===== config.mk =====
export PLATFORM = sky130hd
export DESIGN_NAME = dpe_mux_rr_flat
export DESIGN_NICKNAME = d
export VERILOG_FILES = /design/src/rtl/dpe_mux_rr_if.sv /design/src/rtl/dpe_mux_rr.sv /design/src/flat_wrapper.sv
export SDC_FILE = /design/constraint.sdc
export NUM_CORES = 1
export LEC_CHECK = 0
export BUFFER_PORTS_ARGS = -buffer_cell sky130_fd_sc_hd__buf_2
export CAP_MARGIN = 20
export CORE_ASPECT_RATIO = 1.75
export CORE_MARGIN = 2
export CORE_UTILIZATION = 25
export DETAILED_ROUTE_END_ITERATION = 16
export SLEW_MARGIN = 30
export SYNTH_ARGS = -nofsm -noshare
export SYNTH_HDL_FRONTEND = slang
export SYNTH_SLANG_ARGS = --single-unit

===== constraint.sdc =====
create_clock -name clk -period 2.6 [get_ports clk]
set_clock_uncertainty 0.05 [all_clocks]
set_input_delay 0.39 -clock clk [delete_from_list [all_inputs] [get_ports clk]]
set_output_delay 0.39 -clock clk [all_outputs]
set_load 0.02 [all_outputs]

===== src/rtl/dpe_mux_rr_if.sv =====
// dpe_mux_rr_if: AXI-Stream bundle for the DPE ingress multiplexer.
// Carries the NUM_PORTS packed ingress streams and the single merged stream.
// master = traffic side (drives ingress streams, sinks the merged stream);
// slave  = the multiplexer itself.
interface dpe_mux_rr_if #(
  parameter int NUM_PORTS = 5,
  parameter int DATA_W    = 64,
  parameter int KEEP_W    = DATA_W / 8,
  parameter int ADDR_W    = 3
);
  logic [NUM_PORTS-1:0]        s_tvalid;
  logic [NUM_PORTS-1:0]        s_tready;
  logic [NUM_PORTS*DATA_W-1:0] s_tdata;
  logic [NUM_PORTS*KEEP_W-1:0] s_tkeep;
  logic [NUM_PORTS-1:0]        s_tlast;
  logic [NUM_PORTS-1:0]        s_tuser_bypass_all;
  logic [NUM_PORTS-1:0]        s_tuser_bypass_stage;
  logic [NUM_PORTS*ADDR_W-1:0] s_tuser_dst;

  logic                        m_tvalid;
  logic                        m_tready;
  logic [DATA_W-1:0]           m_tdata;
  logic [KEEP_W-1:0]           m_tkeep;
  logic                        m_tlast;
  logic                        m_tuser_bypass_all;
  logic                        m_tuser_bypass_stage;
  logic [ADDR_W-1:0]           m_tuser_src;
  logic [ADDR_W-1:0]           m_tuser_dst;

  modport master (
    output s_tvalid, s_tdata, s_tkeep, s_tlast,
           s_tuser_bypass_all, s_tuser_bypass_stage, s_tuser_dst,
    input  s_tready,
    input  m_tvalid, m_tdata, m_tkeep, m_tlast,
           m_tuser_bypass_all, m_tuser_bypass_stage, m_tuser_src, m_tuser_dst,
    output m_tready
  );

  modport slave (
    input  s_tvalid, s_tdata, s_tkeep, s_tlast,
           s_tuser_bypass_all, s_tuser_bypass_stage, s_tuser_dst,
    output s_tready,
    output m_tvalid, m_tdata, m_tkeep, m_tlast,
           m_tuser_bypass_all, m_tuser_bypass_stage, m_tuser_src, m_tuser_dst,
    input  m_tready
  );
endinterface


===== src/rtl/dpe_mux_rr.sv =====
// dpe_mux_rr: packet-atomic round-robin AXI-Stream multiplexer at the DPE ingress.
// Port 0 is the CPU, the rest are Ethernet ports. Each packet is stamped with
// SRC_MAP[port] as its source address. Arbitration happens only at packet
// boundaries (one ARB cycle per packet, idle ports skipped in that same cycle),
// and the merged stream leaves through a 2-entry registered skid buffer.
// Optional macro DPE_MUX_PKT_CNT_EN adds per-port saturating packet counters
// (pkt_cnt / pkt_cnt_clr).
module dpe_mux_rr #(
  parameter int NUM_PORTS = 5,
  parameter int DATA_W    = 64,
  parameter int KEEP_W    = DATA_W / 8,
  parameter int ADDR_W    = 3,
  parameter logic [NUM_PORTS*ADDR_W-1:0] SRC_MAP = {3'd4, 3'd3, 3'd2, 3'd1, 3'd0}
) (
  input  logic                         clk,
  input  logic                         rst,
  input  logic                         pause,
  input  logic [NUM_PORTS-1:0]         port_en,
  output logic                         is_idle,
  output logic [$clog2(NUM_PORTS)-1:0] grant_idx,
  dpe_mux_rr_if.slave                  bus
`ifdef DPE_MUX_PKT_CNT_EN
  ,
  input  logic                         pkt_cnt_clr,
  output logic [NUM_PORTS*16-1:0]      pkt_cnt
`endif
);

  localparam int GW = $clog2(NUM_PORTS);

  typedef enum logic [1:0] {IDLE = 2'd0, ARB = 2'd1, XFER = 2'd2} state_t;

  typedef struct packed {
    logic [DATA_W-1:0] data;
    logic [KEEP_W-1:0] keep;
    logic              last;
    logic              bypass_all;
    logic              bypass_stage;
    logic [ADDR_W-1:0] src;
    logic [ADDR_W-1:0] dst;
  } beat_t;

  logic [1:0]           rst_sq;
  logic                 rst_i;
  state_t               state, state_nx;
  logic [GW-1:0]        rr_ptr, rr_nx, grant_nx, pick;
  logic                 pick_vld;
  logic [NUM_PORTS-1:0] req;
  logic                 rdy_p0, xfer_p0;
  beat_t                in_beat_p0;
  beat_t                out_p1, skid_p1;
  logic                 vld_p1, skid_vld_p1;

  // Reset asserts immediately and releases two clocks later, in sync with clk.
  always_ff @(posedge clk or posedge rst) begin
    if (rst) rst_sq <= 2'b11;
    else     rst_sq <= {rst_sq[0], 1'b0};
  end
  assign rst_i = rst_sq[1];

  assign req = bus.s_tvalid & port_en;

  // Round-robin pick: first requesting port at or after rr_ptr, modulo NUM_PORTS.
  always_comb begin
    logic [GW-1:0] idx;
    pick     = '0;
    pick_vld = 1'b0;
    idx      = '0;
    for (int k = 0; k < NUM_PORTS; k++) begin
      idx = GW'((int'(rr_ptr) + k) % NUM_PORTS);
      if (!pick_vld && req[idx]) begin
        pick_vld = 1'b1;
        pick     = idx;
      end
    end
  end

  // Next-state logic; a granted packet always runs to its tlast.
  always_comb begin
    state_nx = state;
    grant_nx = grant_idx;
    rr_nx    = rr_ptr;
    case (state)
      IDLE: if (!pause) state_nx = ARB;
      ARB: begin
        if (pause) begin
          state_nx = IDLE;
        end else if (pick_vld) begin
          grant_nx = pick;
          state_nx = XFER;
        end
      end
      XFER: begin
        if (xfer_p0 && in_beat_p0.last) begin
          rr_nx    = (grant_idx == GW'(NUM_PORTS - 1)) ? '0 : grant_idx + GW'(1);
          state_nx = pause ? IDLE : ARB;
        end
      end
      default: state_nx = IDLE;
    endcase
  end

  // Arbiter state, round-robin pointer and granted port.
  always_ff @(posedge clk or posedge rst_i) begin
    if (rst_i) begin
      state     <= IDLE;
      rr_ptr    <= '0;
      grant_idx <= '0;
    end else begin
      state     <= state_nx;
      rr_ptr    <= rr_nx;
      grant_idx <= grant_nx;
    end
  end

  // Stage p0: granted port's beat, stamped with its source address.
  always_comb begin
    in_beat_p0.data         = bus.s_tdata[grant_idx*DATA_W +: DATA_W];
    in_beat_p0.keep         = bus.s_tkeep[grant_idx*KEEP_W +: KEEP_W];
    in_beat_p0.last         = bus.s_tlast[grant_idx];
    in_beat_p0.bypass_all   = bus.s_tuser_bypass_all[grant_idx];
    in_beat_p0.bypass_stage = bus.s_tuser_bypass_stage[grant_idx];
    in_beat_p0.src          = SRC_MAP[grant_idx*ADDR_W +: ADDR_W];
    in_beat_p0.dst          = bus.s_tuser_dst[grant_idx*ADDR_W +: ADDR_W];
  end

  // Ready depends only on the registered skid occupancy, never on m_tready.
  assign rdy_p0  = (state == XFER) && !skid_vld_p1;
  assign xfer_p0 = rdy_p0 && bus.s_tvalid[grant_idx];

  // Only the granted port sees ready.
  always_comb begin
    bus.s_tready = '0;
    if (rdy_p0) bus.s_tready[grant_idx] = 1'b1;
  end

  // Stage p1: output/skid occupancy. Skid fills only while the output stalls.
  always_ff @(posedge clk or posedge rst_i) begin
    if (rst_i) begin
      vld_p1      <= 1'b0;
      skid_vld_p1 <= 1'b0;
    end else if (!vld_p1 || bus.m_tready) begin
      vld_p1      <= skid_vld_p1 || xfer_p0;
      skid_vld_p1 <= 1'b0;
    end else if (xfer_p0) begin
      skid_vld_p1 <= 1'b1;
    end
  end

  // Output register: drained from the skid first, otherwise from the input.
  always_ff @(posedge clk or posedge rst_i) begin
    if (rst_i) begin
      out_p1 <= '0;
    end else if (!vld_p1 || bus.m_tready) begin
      if (skid_vld_p1)  out_p1 <= skid_p1;
      else if (xfer_p0) out_p1 <= in_beat_p0;
    end
  end

  // Skid entry captures the beat accepted while the output is stalled.
  always_ff @(posedge clk) begin
    if (vld_p1 && !bus.m_tready && xfer_p0) skid_p1 <= in_beat_p0;
  end

  assign bus.m_tvalid             = vld_p1;
  assign bus.m_tdata              = out_p1.data;
  assign bus.m_tkeep              = out_p1.keep;
  assign bus.m_tlast              = out_p1.last;
  assign bus.m_tuser_bypass_all   = out_p1.bypass_all;
  assign bus.m_tuser_bypass_stage = out_p1.bypass_stage;
  assign bus.m_tuser_src          = out_p1.src;
  assign bus.m_tuser_dst          = out_p1.dst;

  assign is_idle = (state == IDLE) && !skid_vld_p1 && !vld_p1;

`ifdef DPE_MUX_PKT_CNT_EN
  logic [NUM_PORTS-1:0][15:0] cnt;

  function automatic logic [15:0] sat_inc16(input logic [15:0] v);
    return (v == 16'hFFFF) ? v : v + 16'd1;
  endfunction

  // Per-port packet counters; clear wins over a same-cycle increment.
  always_ff @(posedge clk or posedge rst_i) begin
    if (rst_i) begin
      cnt <= '0;
    end else if (pkt_cnt_clr) begin
      cnt <= '0;
    end else if (xfer_p0 && in_beat_p0.last) begin
      cnt[grant_idx] <= sat_inc16(cnt[grant_idx]);
    end
  end

  assign pkt_cnt = cnt;
`endif

endmodule


===== src/flat_wrapper.sv =====
// flat-port wrapper written by rule: the top's interface ports become plain ports
module dpe_mux_rr_flat 
#(
  parameter int NUM_PORTS = 5,
  parameter int DATA_W    = 64,
  parameter int KEEP_W    = DATA_W / 8,
  parameter int ADDR_W    = 3,
  parameter logic [NUM_PORTS*ADDR_W-1:0] SRC_MAP = {3'd4, 3'd3, 3'd2, 3'd1, 3'd0}
)
  (clk, rst, pause, port_en, is_idle, grant_idx, bus_s_tvalid, bus_s_tdata, bus_s_tkeep, bus_s_tlast, bus_s_tuser_bypass_all, bus_s_tuser_bypass_stage, bus_s_tuser_dst, bus_s_tready, bus_m_tvalid, bus_m_tdata, bus_m_tkeep, bus_m_tlast, bus_m_tuser_bypass_all, bus_m_tuser_bypass_stage, bus_m_tuser_src, bus_m_tuser_dst, bus_m_tready);
  dpe_mux_rr_if #(.NUM_PORTS(NUM_PORTS), .DATA_W(DATA_W), .KEEP_W(KEEP_W), .ADDR_W(ADDR_W)) bus_i ();
  input  logic clk;
  input  logic rst;
  input  logic pause;
  input  logic [NUM_PORTS-1:0] port_en;
  output logic is_idle;
  output logic [$clog2(NUM_PORTS)-1:0] grant_idx;
  input wire logic [$bits(bus_i.s_tvalid)-1:0] bus_s_tvalid;
  input wire logic [$bits(bus_i.s_tdata)-1:0] bus_s_tdata;
  input wire logic [$bits(bus_i.s_tkeep)-1:0] bus_s_tkeep;
  input wire logic [$bits(bus_i.s_tlast)-1:0] bus_s_tlast;
  input wire logic [$bits(bus_i.s_tuser_bypass_all)-1:0] bus_s_tuser_bypass_all;
  input wire logic [$bits(bus_i.s_tuser_bypass_stage)-1:0] bus_s_tuser_bypass_stage;
  input wire logic [$bits(bus_i.s_tuser_dst)-1:0] bus_s_tuser_dst;
  output wire logic [$bits(bus_i.s_tready)-1:0] bus_s_tready;
  output wire logic [$bits(bus_i.m_tvalid)-1:0] bus_m_tvalid;
  output wire logic [$bits(bus_i.m_tdata)-1:0] bus_m_tdata;
  output wire logic [$bits(bus_i.m_tkeep)-1:0] bus_m_tkeep;
  output wire logic [$bits(bus_i.m_tlast)-1:0] bus_m_tlast;
  output wire logic [$bits(bus_i.m_tuser_bypass_all)-1:0] bus_m_tuser_bypass_all;
  output wire logic [$bits(bus_i.m_tuser_bypass_stage)-1:0] bus_m_tuser_bypass_stage;
  output wire logic [$bits(bus_i.m_tuser_src)-1:0] bus_m_tuser_src;
  output wire logic [$bits(bus_i.m_tuser_dst)-1:0] bus_m_tuser_dst;
  input wire logic [$bits(bus_i.m_tready)-1:0] bus_m_tready;
  assign bus_i.s_tvalid = bus_s_tvalid;
  assign bus_i.s_tdata = bus_s_tdata;
  assign bus_i.s_tkeep = bus_s_tkeep;
  assign bus_i.s_tlast = bus_s_tlast;
  assign bus_i.s_tuser_bypass_all = bus_s_tuser_bypass_all;
  assign bus_i.s_tuser_bypass_stage = bus_s_tuser_bypass_stage;
  assign bus_i.s_tuser_dst = bus_s_tuser_dst;
  assign bus_s_tready = bus_i.s_tready;
  assign bus_m_tvalid = bus_i.m_tvalid;
  assign bus_m_tdata = bus_i.m_tdata;
  assign bus_m_tkeep = bus_i.m_tkeep;
  assign bus_m_tlast = bus_i.m_tlast;
  assign bus_m_tuser_bypass_all = bus_i.m_tuser_bypass_all;
  assign bus_m_tuser_bypass_stage = bus_i.m_tuser_bypass_stage;
  assign bus_m_tuser_src = bus_i.m_tuser_src;
  assign bus_m_tuser_dst = bus_i.m_tuser_dst;
  assign bus_i.m_tready = bus_m_tready;
  dpe_mux_rr #(.NUM_PORTS(NUM_PORTS), .DATA_W(DATA_W), .KEEP_W(KEEP_W), .ADDR_W(ADDR_W), .SRC_MAP(SRC_MAP)) u_core (.clk(clk), .rst(rst), .pause(pause), .port_en(port_en), .is_idle(is_idle), .grant_idx(grant_idx), .bus(bus_i));
endmodule

==> out/summary.txt, run 1 <==
CP cell instances = inv_6 > ha_4 > inv_2 > ha_4 > clkinv_4 > ha_4 > inv_2 > ha_4 > nand2b_4 > a21oi_2 > or2_4 > or3_4 > o311ai_4 > a311oi_2 > buf_4 > o31ai_4 > buf_4 > a21o_1 > a2bb2oi_2
Relative slew slack = 0.474
Area Growth Syn to Fin = 44.7%
Library cells used by synthesis = 74
Cell Area, Synth = 10900 um^2
Number of H-tree levels = 4
Final Setup Violations = 5
Die W = 162 um
DIE HEIGHT = 280 um
Synth area leaders = edfxtp_1 (22%), dfrtp_1 (21%), mux2i_1 (11%)
Number of synthesized flops with an enable pin = 81
Initial Utilization = 0.252
Reg clk slew, reported paths = 70 ps
Max-Cap Viols = 0
Cell mode on critical path = ha_4
First-pass GRT wire length = 66600 um
Routed vias = 10600
Synth Instances = 1014
ANT nets after route = 0
Setup crit end kind = flip-flop
Tcrit/Tclk final = 1.32
Outcome = finished with violations
Detailed placement HPWL = 35300 um
Post-synth top area cell = edfxtp_1
Initial antenna violation count = 9
DRC violations left = 0
Share of the synthesized area in the top cell type = 0.223
Yosys reg bits = 174
Die area = 45300 um^2
Register area share after synthesis = 0.437
FMAX = 291 MHz
Post-route minimum period = 3440 ps
Final WL = 45300 um
Crit path DAT = 3750 ps
RSZ-0062 raised after global routing = yes
Vias in the first global route = 10800
# IOs = 495
Static Leak = 7.08 nW
FP Rows = 101
GP Congestion = 1.00
Final net count = 1986
Final worst slack = -836 ps
CP Class = reg2reg
Final instance area = 15800 um^2
CTS tree = done
Remaining Overflow, GRT = 0
Placement Cell Area = 14800 um^2
Routed WL per cell = 21.1 um
Asr flop ratio synth = 0.534
Drt pass-1 iters = 5
HP Class = in2reg
Iteration-0 DRC Markers = 482
Setup_tns = -3720 ps
Clk buf depth = 2
Synthesized netlist net count = 1435
Via density = 4.93
Final hold violation count = 0
Max FO, Critical Path = 5
Largest net degree at the start of global routing = 87
GRT Overall Usage = 0.195
I/O Buffers = 494
Fin. max-slew vios = 0
Pwr/cell area = 1250 nW/um^2
Least-Margin Pin Slew = 789 ps
Syn_area_per_cell = 10.7 um^2
VDD IR max = 0.703 mV
Startpoint class of the critical path = flip-flop
CTS buffer count = 17
Crit-path slowest cell = dfrtp_2
Clock sinks = 174
Clock Latency Late Sink = 440 ps
Core area = 43200 um^2
Failing checks = negative setup slack
Yosys warning count = 0
Share of cells above drive strength 1 = 0.483
Hold Slack = 97.7 ps
Required time of the critical path = 2910 ps
Root buf cell = clkbuf_16
Post-synth top flop = dfrtp_1
CP peak stage delay = 440 ps
-- timing repair --
| action | 4_1_cts | 5_1_grt |
|---|---|---|
| setup buffers | 5 | 6 |
| endpoints found under the setup margin | 5 | 6 |
| pin swaps | 15 | 16 |
| hold buffers | 1 | 0 |
| hold endpoints to repair | 2 | 0 |
| gates resized for setup | 26 | 23 |
-- per-layer routing --
metal / wire length (um) / global-route usage
met5: 62 / 0
met4: 1670 / 0.0774
met3: 2720 / 0.0392
met2: 23500 / 0.350
met1: 17400 / 0.225
-- placed cells by master (no fill, tap or decap), types with 4 or more instances in the layout --
cell / n
o31ai_1: 4
buf_4: 99
and2_1: 5
a221o_1: 33
clkbuf_16: 17
clkinv_4: 4
buf_2: 494
a21oi_2: 5
dfrtp_1: 86
inv_1: 10
edfxtp_1: 81
o22ai_1: 4
mux2_4: 4
inv_8: 6
or3_1: 5
mux4_2: 44
inv_2: 7
buf_12: 15
ha_1: 8
nor3_1: 10
nor2_1: 29
o21ai_1: 5
inv_6: 4
a21oi_1: 19
nand3_1: 7
nand2_1: 149
ha_4: 7
mux2i_1: 125
o211ai_1: 5
xnor2_1: 4
o21ai_0: 132
a22o_1: 43
o21a_1: 4
-- cells in the mapped netlist (all sizes together), types with 9 or more instances --
| master | number |
|---|---|
| nor3 | 13 |
| buf | 19 |
| nor2 | 31 |
| inv | 20 |
| dfrtp | 91 |
| a22o | 43 |
| mux4 | 44 |
| a21oi | 24 |
| o21ai | 139 |
| edfxtp | 81 |
| a221o | 33 |
| clkbuf | 62 |
| ha | 17 |
| mux2i | 126 |
| nand3 | 9 |
| nand2 | 150 |
-- registers in the layout (all words and copies together), names as in the netlist, 2 cells and up --
register                count
u_core.skid_p1             81
u_core.bus.m_tdata         64
u_core.bus.m_tkeep          8
u_core.bus.m_tuser_dst      3
u_core.bus.m_tuser_src      3
u_core.grant_idx            3
u_core.rr_ptr               3
u_core.rst_sq               2
u_core.state                2
-- logic make-up (layout without fill, tap and decap cells) --
family | after synthesis | in the layout | share of synthesized area
compound gates | 291 | 291 | 0.183
buf+inv | 102 | 666 | 0.0386
mux | 175 | 175 | 0.213
simple gates | 248 | 248 | 0.102
fa+ha+maj | 17 | 17 | 0.0195
xor+xnor | 6 | 6 | 0.00552
other cells | 1 | 4 | 0.000344
flops | 174 | 174 | 0.437
-- worst max-delay path, delay by kind of cell, from the launching register on --
family,cells,cell delay (ps)
AO/OA/AOI/OAI,6,900
AND/OR/NAND/NOR,3,720
adder cells (fa/ha/maj),4,710
buffers and inverters,6,540
flip-flops,1,440
-- final timing paths --
| check | start | endpoint | slack [ps] | cells after the start |
|---|---|---|---|---|
| max | u_core.rr_ptr[0] | u_core.grant_idx[1] | -840 | 19 |
| min | pause | u_core.state[0] | 100 | 2 |
| max reg2reg | u_core.rr_ptr[0] | u_core.grant_idx[1] | -840 | 19 |
| min reg2reg | u_core.rst_sq[1] | u_core.bus.m_tlast | 310 | 2 |
| max in group asynchronous | u_core.rst_sq[1] | u_core.bus.m_tdata[24] | 1800 | 2 |
| min in group asynchronous | u_core.rst_sq[1] | u_core.bus.m_tlast | 310 | 2 |
-- power breakdown --
part,total (mW),internal (mW),switching [mW],leakage [nW]
clock,2.63,1.38,1.25,0.294
sequential,4.35,3.86,0.490,1.90
combinational,12.7,5.62,7.04,4.89
total,19.7,10.9,8.79,7.08
-- final cells by class --
cell class                      count  area, um^2
Antenna cell                        3        7.51
Clock buffer                       18         429
Clock inverter                     14         166
Fill cell                        4437       27500
Inverter                           21        95.1
Multi-Input combinational cell    738        5990
Sequential cell                   174        4780
Tap cell                          566         708
Timing Repair Buffer              613        3590
-- per-stage QoR --
step	power, mW	utilization	cells	setup slack, ps
finish	19.7	0.365	2147	-836
global route	21.0	0.365	2147	-965
CTS	19.6	0.361	2138	-843
detailed placement	16.4	0.344	2100	-996
global placement	16.2	0.343	2099	-920
floorplan	11.6	-	1014	-1320
No activity file was read; power rests on OpenSTA's default activity.
==> run 2: changes to the inputs <==
--- a/config.mk
+++ b/config.mk
@@ -5,12 +5,13 @@
 export SDC_FILE = /design/constraint.sdc
 export NUM_CORES = 1
 export LEC_CHECK = 0
-export BUFFER_PORTS_ARGS = -buffer_cell sky130_fd_sc_hd__buf_2
 export CAP_MARGIN = 20
 export CORE_ASPECT_RATIO = 1.75
 export CORE_MARGIN = 2
 export CORE_UTILIZATION = 25
 export DETAILED_ROUTE_END_ITERATION = 16
+export DONT_BUFFER_PORTS = 1
+export PLACE_DENSITY = 0.42
 export SLEW_MARGIN = 30
 export SYNTH_ARGS = -nofsm -noshare
 export SYNTH_HDL_FRONTEND = slang
==> out/summary.txt, run 2 (same netlist as run 1, synthesis figures left out) <==
CP cell instances = inv_2 > ha_4 > inv_2 > ha_4 > clkinv_4 > ha_4 > inv_2 > ha_4 > nand2b_4 > a21oi_4 > buf_4 > o21ai_1 > a21oi_2 > o21ai_2 > a311oi_4 > buf_4 > mux2i_1 > o21ai_1 > mux2_1 (was inv_6 > ha_4 > inv_2 > ha_4 > clkinv_4 > ha_4 > inv_2 > ha_4 > nand2b_4 > a21oi_2 > or2_4 > or3_4 > o311ai_4 > a311oi_2 > buf_4 > o31ai_4 > buf_4 > a21o_1 > a2bb2oi_2)
Commonest non-fill, non-tap cell in the layout = nand2_1 (was buf_2)
Routed vias = 8765 (was 10600)
Worst path depth = 19 (unchanged)
Setup_tns = -3940 ps (was -3720 ps)
FMAX = 292 MHz (was 291 MHz)
Post-route minimum period = 3430 ps (was 3440 ps)
Cell mode on critical path = ha_4 (unchanged)
I/O Buffers = 0 (was 494)
Detailed placement HPWL = 33500 um (was 35300 um)
# IOs = 495 (unchanged)
Least-Margin Pin Slew = 828 ps (was 789 ps)
Final Setup Violations = 5 (unchanged)
Tcrit/Tclk final = 1.32 (about the same)
Sw Ratio = 0.460 (was 0.447)
Final hold violation count = 0 (unchanged)
R2R cell count = 19 (unchanged)
FP Rows = 101 (unchanged)
Clk buf depth = 2 (unchanged)
Clock network fraction of design power = 0.139 (was 0.134)
Share of cells above drive strength 1 = 0.248 (was 0.483)
VDD IR max = 0.716 mV (was 0.703 mV)
Max FO, Critical Path = 5 (unchanged)
Pre-CTS WS = -1020 ps (was -996 ps)
Drt pass-1 iters = 4 (was 5)
Crit path DAT = 3710 ps (was 3750 ps)
CTS tree = done (unchanged)
RSZ-0062 raised after global routing = yes (unchanged)
Routed WL per cell = 25.8 um (was 21.1 um)
R2r setup slk = -830 ps (was -840 ps)
Pint = 10.1 mW (was 10.9 mW)
Most frequent cells in the layout = nand2_1 (147), o21ai_0 (133), mux2i_1 (124) (was buf_2 (494), nand2_1 (149), o21ai_0 (132))
First-pass GRT wire length = 61200 um (was 66600 um)
DRC violations left = 0 (unchanged)
Die area = 45300 um^2 (unchanged)
Reg clk slew, reported paths = 80 ps (was 70 ps)
Failing checks = negative setup slack (unchanged)
Pwr/cell area = 1410 nW/um^2 (was 1250 nW/um^2)
Die W = 162 um (unchanged)
Core area = 43200 um^2 (unchanged)
Final worst slack = -831 ps (was -836 ps)
Clock Latency Late Sink = 450 ps (was 440 ps)
Initial antenna violation count = 7 (was 9)
Root buf cell = clkbuf_16 (unchanged)
Area Growth Syn to Fin = 22.3% (was 44.7%)
Max FFs per register = 81 (unchanged)
Worst path bufs/invs = 6 (unchanged)
Initial Utilization = 0.252 (unchanged)
Startpoint class of the critical path = flip-flop (unchanged)
CP peak stage delay = 440 ps (about the same)
Sequential share of power = 0.284 (was 0.222)
Final net count = 1501 (was 1986)
GRT Overall Usage = 0.184 (was 0.195)
Register area = 4780 um^2 (unchanged)
Iteration-0 DRC Markers = 451 (was 482)
Static Leak = 5.10 nW (was 7.08 nW)
Number of H-tree levels = 4 (unchanged)
HP Class = in2reg (unchanged)
Hold path cells = 1 (was 2)
CP Class = reg2reg (unchanged)
Vias in the first global route = 9166 (was 10800)
Remaining Overflow, GRT = 0 (unchanged)
GP Congestion = 0.873 (was 1.00)
Net Switching = 8.63 mW (was 8.79 mW)
Fin. max-slew vios = 0 (unchanged)
Comb power frac = 0.577 (was 0.644)
Worst path top cell family by delay = compound AO/OA/AOI/OAI gates (unchanged)
CTS buffer count = 17 (unchanged)
Clock sinks = 174 (unchanged)
Largest net degree at the start of global routing = 87 (unchanged)
Setup crit end kind = flip-flop (unchanged)
Placement Cell Area = 12500 um^2 (was 14800 um^2)
DIE HEIGHT = 280 um (unchanged)
Relative slew slack = 0.448 (was 0.474)
Reg with most FFs = u_core.skid_p1 (unchanged)
Final WL = 42900 um (was 45300 um)
Via density = 5.26 (was 4.93)
ANT nets after route = 0 (unchanged)
Multi-input gate area = 5950 um^2 (was 5990 um^2)
Outcome = finished with violations (unchanged)
Hold Slack = 136 ps (was 97.7 ps)
Crit-path slowest cell = a311oi_4 (was dfrtp_2)
Layout fillers = 4452 (was 4437)
Final instance area = 13300 um^2 (was 15800 um^2)
Required time of the critical path = 2880 ps (was 2910 ps)
Max-Cap Viols = 0 (unchanged)
-- run 2: power by group through the flow --
stage	logic [mW]	clock network [mW]	registers, mW
final	10.8	2.61	5.33
after global routing	11.8	2.82	5.42
after CTS	10.6	2.73	5.38
after detailed placement	10.3	0	5.44
after global placement	10.1	0	5.44
after floorplan	6.62	0	5.01
-- run 2: path summary, 6_finish.rpt --
| kind | startpoint | to |
|---|---|---|
| worst min-delay path | bus_s_tdata[298] | u_core.skid_p1[59] |
| worst min register to register | u_core.rst_sq[1] | u_core.bus.m_tuser_dst[1] |
| min in group asynchronous | u_core.rst_sq[1] | u_core.bus.m_tuser_dst[1] |
| worst max register to register | u_core.rr_ptr[1] | u_core.grant_idx[2] |
| max in group asynchronous | u_core.rst_sq[1] | u_core.bus.m_tdata[46] |
| worst max-delay path | u_core.rr_ptr[1] | u_core.grant_idx[2] |
-- run 2: layer usage --
| metal | vias up | global-route usage | part of all wire |
|---|---|---|---|
| li1 | 3995 | - | - |
| met5 | - | 0 | 0.00040 |
| met2 | 376 | 0.341 | 0.54 |
| met1 | 4322 | 0.202 | 0.37 |
| met3 | 70 | 0.0334 | 0.057 |
| met4 | 2 | 0.0862 | 0.040 |
-- run 2: metrics by stage --
step                utilization  cells  power [mW]
floorplan                     -   1014        11.6
global placement          0.288   1618        15.6
detailed placement        0.289   1619        15.8
CTS                       0.305   1656        18.7
global route              0.308   1664        20.0
finish                    0.308   1665        18.8
-- run 2: final cells by class --
type,count,share of cell area
diodes,6,0.00113
clock buffers,17,0.0320
clock inverters,15,0.0125
inverters,21,0.00714
multi-input cells,738,0.447
flip-flops and latches,174,0.359
well taps,566,0.0532
repair buffers,128,0.0882
-- run 2: repair_timing --
action / 4_1_cts / 5_1_grt
buffers inserted: 3 / 3
pin swaps: 13 / 10
gates cloned: 0 / 0
setup endpoints to repair: 5 / 30
endpoints found under the hold margin: 3 / 0
hold buffers: 2 / 0
gates resized for setup: 18 / 17
